## src/rtl/uart_tx_tick_pkg.sv

```systemverilog
// Shared definitions for the tick-paced UART transmitter: parity modes,
// FSM state encoding and the parity helper.
package uart_tx_tick_pkg;

    localparam int PARITY_NONE = 0;
    localparam int PARITY_ODD  = 1;
    localparam int PARITY_EVEN = 2;

    typedef enum logic [2:0] {
        ST_IDLE,
        ST_SYNC,
        ST_START,
        ST_DATA,
        ST_PAR,
        ST_STOP
    } state_e;

    // data_xor is the reduction XOR of the word; even parity is that XOR, odd its inverse.
    function automatic logic parity_bit(input int mode, input logic data_xor);
        return (mode == PARITY_ODD) ? ~data_xor : data_xor;
    endfunction

endpackage

```

## src/rtl/uart_tx_tick.sv

```systemverilog
// UART transmitter paced by an external one-cycle baud enable. Accepts a word on
// Valid/Ready and shifts it out LSB-first: start, data, optional parity, stop bits.
module uart_tx_tick
    import uart_tx_tick_pkg::*;
#(
    parameter int DATA_BITS = 8,
    parameter int PARITY    = 0,
    parameter int STOP_BITS = 1
) (
    input  logic                 Clk,
    input  logic                 Reset,
    input  logic                 BaudTick,
    input  logic [DATA_BITS-1:0] Data,
    input  logic                 Valid,
    output logic                 Ready,
    output logic                 Tx,
    output logic                 Busy
);

    localparam int                 CNT_W     = $clog2(DATA_BITS) + 1;
    localparam logic [CNT_W-1:0]   CNT_LAST  = CNT_W'(DATA_BITS - 1);
    localparam logic               STOP_LAST = (STOP_BITS == 2);

    generate
        if (DATA_BITS < 5 || DATA_BITS > 9 ||
            PARITY < PARITY_NONE || PARITY > PARITY_EVEN ||
            (STOP_BITS != 1 && STOP_BITS != 2)) begin : g_bad_params
            $error("uart_tx_tick: illegal DATA_BITS/PARITY/STOP_BITS");
        end
    endgenerate

    state_e                 state_q, state_d;
    logic [DATA_BITS-1:0]   shreg_q, shreg_d;
    logic                   par_q,   par_d;
    logic [CNT_W-1:0]       cnt_q,   cnt_d;
    logic                   stop_q,  stop_d;
    logic                   tx_q,    tx_d;
    logic                   ready_q, ready_d;
    logic                   busy_q,  busy_d;

    // NOTE: every next-state signal takes its current value first, so no path
    // through the case statement can leave one unassigned and infer a latch.
    always_comb begin
        state_d = state_q;
        shreg_d = shreg_q;
        par_d   = par_q;
        cnt_d   = cnt_q;
        stop_d  = stop_q;
        tx_d    = tx_q;
        ready_d = ready_q;
        busy_d  = busy_q;

        case (state_q)
            ST_IDLE: begin
                // A tick in the accept cycle is deliberately not looked at here.
                if (Valid && ready_q) begin
                    shreg_d = Data;
                    par_d   = parity_bit(PARITY, ^Data);
                    ready_d = 1'b0;
                    busy_d  = 1'b1;
                    state_d = ST_SYNC;
                end
            end
            ST_SYNC: begin
                if (BaudTick) begin
                    tx_d    = 1'b0;
                    state_d = ST_START;
                end
            end
            ST_START: begin
                if (BaudTick) begin
                    tx_d    = shreg_q[0];
                    shreg_d = shreg_q >> 1;
                    cnt_d   = '0;
                    state_d = ST_DATA;
                end
            end
            ST_DATA: begin
                if (BaudTick) begin
                    if (cnt_q < CNT_LAST) begin
                        cnt_d   = cnt_q + 1'b1;
                        tx_d    = shreg_q[0];
                        shreg_d = shreg_q >> 1;
                    end else if (PARITY != PARITY_NONE) begin
                        tx_d    = par_q;
                        state_d = ST_PAR;
                    end else begin
                        tx_d    = 1'b1;
                        stop_d  = 1'b0;
                        state_d = ST_STOP;
                    end
                end
            end
            ST_PAR: begin
                if (BaudTick) begin
                    tx_d    = 1'b1;
                    stop_d  = 1'b0;
                    state_d = ST_STOP;
                end
            end
            ST_STOP: begin
                if (BaudTick) begin
                    if (stop_q == STOP_LAST) begin
                        busy_d  = 1'b0;
                        ready_d = 1'b1;
                        state_d = ST_IDLE;
                    end else begin
                        stop_d = 1'b1;
                    end
                end
            end
            default: state_d = ST_IDLE;
        endcase
    end

    // NOTE: state registers use non-blocking assignments so every flop samples
    // the pre-edge values regardless of process evaluation order.
    always_ff @(posedge Clk or negedge Reset) begin
        if (!Reset) begin
            state_q <= ST_IDLE;
            shreg_q <= '0;
            par_q   <= 1'b0;
            cnt_q   <= '0;
            stop_q  <= 1'b0;
            tx_q    <= 1'b1;
            ready_q <= 1'b1;
            busy_q  <= 1'b0;
        end else begin
            state_q <= state_d;
            shreg_q <= shreg_d;
            par_q   <= par_d;
            cnt_q   <= cnt_d;
            stop_q  <= stop_d;
            tx_q    <= tx_d;
            ready_q <= ready_d;
            busy_q  <= busy_d;
        end
    end

    assign Ready = ready_q;
    assign Tx    = tx_q;
    assign Busy  = busy_q;

endmodule

```

## config.mk

```make
export PLATFORM = sky130hd
export DESIGN_NAME = uart_tx_tick
export DESIGN_NICKNAME = d
export VERILOG_FILES = /design/src/rtl/uart_tx_tick_pkg.sv /design/src/rtl/uart_tx_tick.sv
export SDC_FILE = /design/constraint.sdc
export NUM_CORES = 1
export LEC_CHECK = 0
export CAP_MARGIN = 20
export CORE_ASPECT_RATIO = 0.6
export CORE_MARGIN = 3
export CORE_UTILIZATION = 45
export DETAILED_ROUTE_END_ITERATION = 6
export MAX_ROUTING_LAYER = met4
export PLACE_DENSITY = 0.69
export REMOVE_ABC_BUFFERS = 1
export SYNTH_ARGS = -nofsm -noshare
export SYNTH_HDL_FRONTEND = slang
export SYNTH_SLANG_ARGS = --single-unit
```

## constraint.sdc

```tcl
create_clock -name Clk -period 2 [get_ports Clk]
set_input_delay 0.2 -clock Clk [delete_from_list [all_inputs] [get_ports Clk]]
set_output_delay 0.2 -clock Clk [all_outputs]
set_load 0.02 [all_outputs]
```

==> results_dict.tcl, run 1 <==
set metrics [dict create \
    clk_latency_ps 300 \
    ir_drop_v 0.000682 \
    drv_cap 0 \
    end_kind "primary output" \
    async_reset_ff_frac 1.00 \
    power_w 0.00171 \
    vias_per_cell 5.61 \
    synth_edf_count 0 \
    relSlewSlack 0.693 \
    synth_area_leaders "dfrtp_1 41%, nand2_1 7.3%, a21oi_1 6.2%" \
    setup_viol 0 \
    post-synth-top-count-cell "nand2_1" \
    io_pins 15 \
    outcome "finished clean" \
    rows 12 \
    synthTopCellsByCount "19 x nand2_1, 16 x dfrtp_1, 12 x a21oi_1, 5 x nor2_1" \
    ys_warn_count 0 \
    core_sq_um 1950 \
    cp.arrival_ps 1480 \
    cts_buffers 3 \
    root_buffer "clkbuf_4" \
    power.leakage_nw 0.471 \
    tightest_slew_ps 449 \
    synth_cell_types 33 \
    place_hpwl_um 1490 \
    grt_remaining_overflow 0 \
    grt_pass1_vias 676 \
    nFillCells 173 \
    finClkSkew_ps 3.35 \
    cp_top_family "buffers and inverters" \
    drt-pass1-iter-count 4 \
    grt_max_degree 19 \
    fin_area_sq_um 1180 \
    antenna_found_initial 0 \
    cp.required_ps 1800 \
    hold_viol 0 \
    ys.flop_type "dfrtp_1" \
    cts_resized 0 \
    die_x_um 66.1 \
    post_dp_cell_area_sq_um 1160 \
    period_share 0.842 \
    slowest_stage "clkdlybuf4s50_1" \
    start_util 0.499 \
    yosysSeqAreaShare 0.465 \
    die_area_sq_um 2780 \
    crit_path_cell_trace "clkdlybuf4s50_1" \
    cts_tree "done" \
    wl_um 2020 \
    hold_class "in2async" \
    ctsHoldBuffers 0 \
    worstPathMaxFanout 5 \
    place_congestion 0.815 \
    synthCells 97 \
    synth_top_area_frac 0.411 \
    grt_usage 0.164 \
    fp.dieH_um 42.1 \
    fin_crit_ps 1680 \
    path_clk_slew_ps 100 \
    diodes 0 \
    drtAntennaViolNets 0 \
    worst-path-buf-inv 1 \
    clock_path_buffers 2 \
    vias 802 \
    syn_area_per_cell_sq_um 10.0 \
    cts_sinks 18 \
    cts_max_level 1 \
    placement.io_buffers 14 \
    fin_nets 130 \
    slowest_delay_ps 610 \
    wl_per_cell_um 14.1 \
    area_growth_pct 21.3 \
    grt_pass1_wl_um 3300 \
    drc 0 \
    max_freq_mhz 594 \
    layout-drive-gt1-share 0.183 \
    report.final.slew_viol_count 0 \
    timing.setup.tns_ps 0 \
    rsz0062_at_grt "false" \
    crit_path_start_kind "flop" \
    p_per_area_nw_per_um2 1450 \
    synth_top_area_cell "dfrtp_1" \
    post_cts_buffers 0 \
    ys_seq_elements 18 \
    netlist_area_sq_um 975 \
    first_iter_violations 70 \
    criticalPathCategory "reg2out" \
]
-- layout by cell type (no fill, tap or decap) --
cell             synthesis  layout
o21a_1                   1       1
buf_4                    2       6
a41oi_1                  4       4
a31oi_1                  2       2
o21ai_2                  1       1
a41oi_2                  3       3
nor2_1                   5       5
nor2_2                   2       2
a21oi_1                 12      12
nor2b_1                  1       1
inv_2                    2       2
a21o_1                   1       1
o22a_1                   2       2
clkdlybuf4s50_1          0      14
dfstp_2                  2       2
nand3_1                  1       1
nor3b_1                  1       1
nand3b_1                 1       1
clkbuf_4                 0       3
o21ai_0                  2       2
xnor2_1                  1       1
ha_1                     1       1
a32o_1                   1       1
a221oi_4                 1       1
nand2_1                 19      19
a22o_1                   4       4
a2111oi_0                1       1
dfrtp_1                 16      16
a211oi_1                 2       2
nand2b_1                 1       1
mux2_2                   1       1
nand4b_1                 1       1
-- stage by stage --
stage,instances,setup slack [ps],utilization,hold slack [ps]
after detailed placement,140,332,0.594,496
after CTS,143,302,0.606,220
after global routing,143,263,0.606,225
after floorplan,92,351,-,-95.6
after global placement,140,343,0.594,478
final,143,316,0.606,217
-- power breakdown --
part	switching [W]	internal [W]
registers	0.000118	0.000524
logic	0.000488	0.000402
clock network	0.000112	0.0000703
-- final timing paths --
| path | from | to | depth (start not counted) | slack (ps) |
|---|---|---|---|---|
| max | Ready | Ready | 1 | 320 |
| min | Reset | shreg_q[1] | 2 | 220 |
| max reg2reg | cnt_q[0] | shreg_q[7] | 6 | 350 |
| min reg2reg | shreg_q[7] | shreg_q[7] | 1 | 510 |
| max in group asynchronous | Reset | Ready | 2 | 1520 |
| min in group Clk | Data[1] | shreg_q[1] | 3 | 500 |
-- sequential cells by signal, summed over array words and instances (netlist names) --
| name | cells |
|---|---|
| Ready | 1 |
| shreg_q | 8 |
| state_q | 3 |
| cnt_q | 4 |
| Tx | 1 |
| Busy | 1 |
-- final cells by class --
type	instances	area [sq um]	area share
repair buffers	20	185	0.157
well taps	28	35.0	0.0296
inverters	2	7.51	0.00635
multi-input cells	72	479	0.405
clock buffers	3	22.5	0.0190
flip-flops and latches	18	453	0.383
-- cell families (layout without fill, tap and decap cells) --
logic type / Yosys count / after routing / synth area share
simple gates: 32 / 32 / 0.148
compound gates: 37 / 37 / 0.311
xor+xnor: 1 / 1 / 0.00899
flops: 18 / 18 / 0.465
mux: 1 / 1 / 0.0116
fa+ha+maj: 1 / 1 / 0.0128
buf+inv: 7 / 25 / 0.0436
-- per-layer routing --
| metal | track usage | up-vias | share of wire |
|---|---|---|---|
| li1 | - | 409 | - |
| met1 | 0.266 | 372 | 0.56 |
| met4 | 0.0607 | 0 | 0.010 |
| met3 | 0.0483 | 2 | 0.044 |
| met5 | - | - | 0 |
| met2 | 0.179 | 19 | 0.38 |
Note: power is estimated with default switching activity, not from simulation.
==> run 2: changes to the inputs <==
--- a/config.mk
+++ b/config.mk
@@ -11,7 +11,7 @@
 export CORE_UTILIZATION = 45
 export DETAILED_ROUTE_END_ITERATION = 6
 export MAX_ROUTING_LAYER = met4
-export PLACE_DENSITY = 0.69
+export PLACE_DENSITY = 0.71
 export REMOVE_ABC_BUFFERS = 1
 export SYNTH_ARGS = -nofsm -noshare
 export SYNTH_HDL_FRONTEND = slang
==> constraint.sdc (replaced) <==
create_clock -name Clk -period 1.5 [get_ports Clk]
set_input_delay 0.15 -clock Clk [delete_from_list [all_inputs] [get_ports Clk]]
set_output_delay 0.15 -clock Clk [all_outputs]
set_load 0.02 [all_outputs]
==> results_dict.tcl, run 2 (synthesis results as in run 1) <==
set metrics [dict create \
    cts_buffers 3 \
    swShare 0.426 \
    report.final.slew_viol_count 0 \
    ctsHoldBuffers 0 \
    met1Wirelength_um 1210 \
    diodes 0 \
    root_buffer "clkbuf_4" \
    grt_pass1_wl_um 3900 \
    stdcell_count 156 \
    r2r-start "cnt_q[1]" \
    ir_drop_v 0.00102 \
    fin_area_sq_um 1390 \
    p_seq_frac 0.302 \
    post_dp_cell_area_sq_um 1230 \
    place_hpwl_um 1710 \
    comb_power_share 0.597 \
    core_sq_um 1950 \
    rows 12 \
    grt_usage 0.192 \
    layout-drive-gt1-share 0.383 \
    fp.dieH_um 42.1 \
    drtAntennaViolNets 0 \
    reg2reg_depth 6 \
    drv_cap 0 \
    fin_nets 142 \
    most-common-layout-cells "19 x nand2_1, 15 x dfrtp_1, 14 x buf_4" \
    drc 0 \
    outcome "complete, but fails checks" \
    drt-pass1-iter-count 4 \
    layout_setup_ws_ps -56.9 \
    setup_viol 3 \
    largest_reg_flops 8 \
    clk_latency_ps 300 \
    cts_max_level 1 \
    finalCoreUtilization 0.713 \
    cp.arrival_ps 1780 \
    grt_remaining_overflow 0 \
    wl_um 2680 \
    p_sw_w 0.00127 \
    rsz0062_at_grt "true" \
    timing.hold.ws_ps 175 \
    hold_class "in2async" \
    vias_per_cell 5.78 \
    r2r_slack_ps -60 \
    start_util 0.499 \
    hold_viol 0 \
    wl_met3_um 177 \
    die_x_um 66.1 \
    clock_path_buffers 2 \
    power_w 0.00298 \
    cts_tree "done" \
    power.leakage_nw 0.559 \
    first_iter_violations 36 \
    met2_length_um 1230 \
    grt_pass1_vias 831 \
    antenna_found_initial 0 \
    top_register "shreg_q" \
    intPower_w 0.00171 \
    crit_path_start_kind "flop" \
    die_area_sq_um 2780 \
    violations "negative setup slack" \
    end_kind "flop" \
    place_congestion 0.770 \
    grt_max_degree 19 \
    relSlewSlack 0.740 \
    p_per_area_nw_per_um2 2140 \
    worstPathMaxFanout 5 \
    largestRegisters "shreg_q x8, cnt_q x4, state_q x3" \
    p_clk_frac 0.102 \
    path_clk_slew_ps 100 \
    highest_layer "met4" \
    tightest_slew_ps 389 \
    rr_endpoint "shreg_q[4]" \
    cts_sinks 18 \
    area_growth_pct 42.7 \
    cp.required_ps 1720 \
    final_common_cell "nand2_1" \
    fin_crit_ps 1560 \
    dp.cells 149 \
    finClkSkew_ps 3.01 \
    criticalPathCategory "reg2reg" \
    period_share 1.04 \
    io_pins 15 \
    max_freq_mhz 642 \
    vias 902 \
    placement.io_buffers 14 \
    wl_per_cell_um 17.2 \
]
run 2: cell count changes in the layout (fill, tap and decap cells not counted), moves of 2 or more:
cell             delta
buf_6               +4
a41oi_2             +3
dlygate4sd2_1       +2
a41oi_1             -3
buf_4               +8
a21oi_2             +5
a21oi_4             +2
a21oi_1             -7
clkdlybuf4s50_1     -2
run 2: metrics by stage:
stage          TNS (ps)  setup WS (ps)
4_1_cts           -17.1          -10.8
2_1_floorplan      -882           -149
6_report          -96.7          -56.9
3_5_place_dp       -387          -81.0
5_1_grt            -432           -102
3_3_place_gp      -92.7          -23.6
run 2: per-layer routing:
layer | track usage | vias to the layer above
li1 | - | 425
met1 | 0.270 | 435
met2 | 0.258 | 36
met3 | 0.0670 | 6
met4 | 0.0607 | 0
met5 | - | -
run 2: what timing repair did:
item                                    in CTS  in global routing
cloned                                       1                  0
setup buffers                                1                  1
resized for setup                            5                 22
endpoints found under the setup margin       9                 10
pin swaps                                    2                  8
endpoints found under the hold margin        0                  0
run 2: how the worst max path moves through the flow:
stage / start / end / slack (ps) / depth (start not counted)
after detailed placement: Valid / shreg_q[3] / -80 / 6
final: cnt_q[1] / shreg_q[4] / -60 / 6
after CTS: cnt_q[0] / shreg_q[6] / -10 / 6
after global placement: BaudTick / shreg_q[2] / -20 / 6
after global routing: cnt_q[1] / shreg_q[4] / -100 / 6
after floorplan: cnt_q[0] / shreg_q[7] / -150 / 5
run 2: area by class of cell:
| class | instances | area, sq um |
|---|---|---|
| clock buffer | 4 | 36.3 |
| multi-input combinational | 72 | 571 |
| sequential | 18 | 454 |
| tap | 28 | 35.0 |
| timing repair buffer | 32 | 288 |
| fill | 133 | 561 |
| inverter | 2 | 7.51 |
run 2: power by group through the flow:
stage                     Combinational [W]  Clock, W  Sequential [W]
after floorplan                    0.000796         0        0.000887
after global placement              0.00128         0        0.000862
after detailed placement            0.00134         0        0.000863
after CTS                           0.00140  0.000307        0.000860
after global routing                0.00190  0.000336        0.000922
final                               0.00178  0.000302        0.000899
run 2: critical path, stage by stage (launching register included):
cell and delay [ps]:
dfrtp_1 410, ha_2 210, a21o_4 240, o21ai_4 190
buf_6 170, a21oi_2 70, a41oi_2 180
==> run 3: changes to the inputs <==
--- a/config.mk
+++ b/config.mk
@@ -13,6 +13,7 @@
 export MAX_ROUTING_LAYER = met4
 export PLACE_DENSITY = 0.71
 export REMOVE_ABC_BUFFERS = 1
+export SETUP_SLACK_MARGIN = 0.05
 export SYNTH_ARGS = -nofsm -noshare
 export SYNTH_HDL_FRONTEND = slang
 export SYNTH_SLANG_ARGS = --single-unit
==> constraint.sdc (replaced) <==
create_clock -name Clk -period 1.4 [get_ports Clk]
set_input_delay 0.14 -clock Clk [delete_from_list [all_inputs] [get_ports Clk]]
set_output_delay 0.14 -clock Clk [all_outputs]
set_load 0.02 [all_outputs]
==> results_dict.tcl, run 3 (synthesis results as in run 1) <==
set metrics [dict create \
    outcome "complete, but fails checks" \
    violations "negative setup slack" \
    rows 12 \
    place_hpwl_um 1660 \
    relSlewSlack 0.705 \
    r2r_slack_ps -80 \
    wl_per_cell_um 14.1 \
    grt_usage 0.185 \
    path_clk_slew_ps 100 \
    dp_slack_ps -172 \
    end_kind "flop" \
    fin_crit_ps 1480 \
    io_pins 15 \
    most-common-layout-cells "21 x buf_4, 17 x nand2_1, 15 x dfrtp_1" \
    layout-drive-gt1-share 0.399 \
    vias_per_cell 5.58 \
    criticalPathCategory "reg2reg" \
    fp.dieH_um 42.1 \
    tightest_slew_ps 441 \
    period_share 1.06 \
    crit_path_start_kind "flop" \
    die_x_um 66.1 \
    fin_nets 152 \
    root_buffer "clkbuf_4" \
    drt-pass1-iter-count 4 \
    max_freq_mhz 674 \
    drtAntennaViolNets 0 \
    grt_remaining_overflow 0 \
    vias 926 \
    largestRegisters "shreg_q x8, cnt_q x4, state_q x3" \
    die_area_sq_um 2780 \
    ctsHoldBuffers 0 \
    core_sq_um 1950 \
    area_growth_pct 46.3 \
    cp.arrival_ps 1670 \
    wl_um 2340 \
    grt_pass1_wl_um 3800 \
    hold_viol 0 \
    report.final.slew_viol_count 0 \
    rsz0062_at_grt "true" \
    cts_sinks 18 \
    cts_max_level 1 \
    timing.hold.ws_ps 161 \
    diodes 0 \
    first_iter_violations 37 \
    top_register "shreg_q" \
    drc 0 \
    setup_viol 8 \
    place_congestion 0.794 \
    cts_tree "done" \
    grt_max_degree 19 \
    power.leakage_nw 0.597 \
    clk_latency_ps 300 \
    setup.worst_path.start "cnt_q[1]" \
    p_per_area_nw_per_um2 2210 \
    worstPathMaxFanout 6 \
    layout_setup_ws_ps -84.8 \
    cts_buffers 3 \
    largest_reg_flops 8 \
    antenna_found_initial 0 \
    timing.setup.tns_ps -397 \
    clock_path_buffers 2 \
    start_util 0.499 \
    ir_drop_v 0.00133 \
    nFillCells 145 \
    cp.required_ps 1590 \
    finClkSkew_ps 12.7 \
    drv_cap 0 \
    grt_pass1_vias 833 \
    final_common_cell "buf_4" \
    r2r-start "cnt_q[1]" \
    placement.io_buffers 14 \
    hold_class "in2async" \
]
[run 3: cell type report]
class | count | area (sq um) | share of cell area
Inverter | 2 | 7.51 | 0.00526
Multi-Input combinational cell | 72 | 534 | 0.375
Timing Repair Buffer | 42 | 369 | 0.259
Sequential cell | 18 | 454 | 0.318
Tap cell | 28 | 35.0 | 0.0246
Clock buffer | 4 | 26.3 | 0.0184
[run 3: path summary, 6_finish.rpt]
path	end	cells past startpoint
max in group asynchronous	Ready	2
worst min-delay path	cnt_q[0]	2
min in group Clk	shreg_q[3]	3
worst min register to register	shreg_q[7]	1
worst max register to register	shreg_q[7]	6
worst max-delay path	shreg_q[7]	6
[run 3: timing repair]
| action | 4_1_cts | 5_1_grt |
|---|---|---|
| gates resized for setup | 13 | 15 |
| gates cloned | 0 | 0 |
| setup buffers | 2 | 5 |
| pin swaps | 4 | 5 |
| setup endpoints to repair | 16 | 13 |
[run 3: critical path: stages (launching register included)]
cell and delay (ps):
dfrtp_1 400, ha_2 200, a21o_1 190, o21ai_2 180
buf_6 160, nand2_2 50, a32o_1 190
[run 3: routing by layer]
metal,part of all wire,GRT usage
met2,0.43,0.256
met5,0,-
met3,0.068,0.0590
met4,0.0098,0.0364
met1,0.49,0.264
[run 3: stage by stage]
stage	utilization	power, W	instances	instance area [sq um]
5_1_grt	0.731	0.00337	166	1430
4_1_cts	0.681	0.00285	161	1330
3_3_place_gp	0.652	0.00243	155	1270
2_1_floorplan	-	0.00180	92	940
3_5_place_dp	0.652	0.00247	155	1270
6_report	0.731	0.00315	166	1430
[run 3: report_power, final]
part / switching [W] / internal (W) / total (W)
sequential: 0.000172 / 0.000751 / 0.000922
clock: 0.000159 / 0.000111 / 0.000270
combinational: 0.000917 / 0.00104 / 0.00196
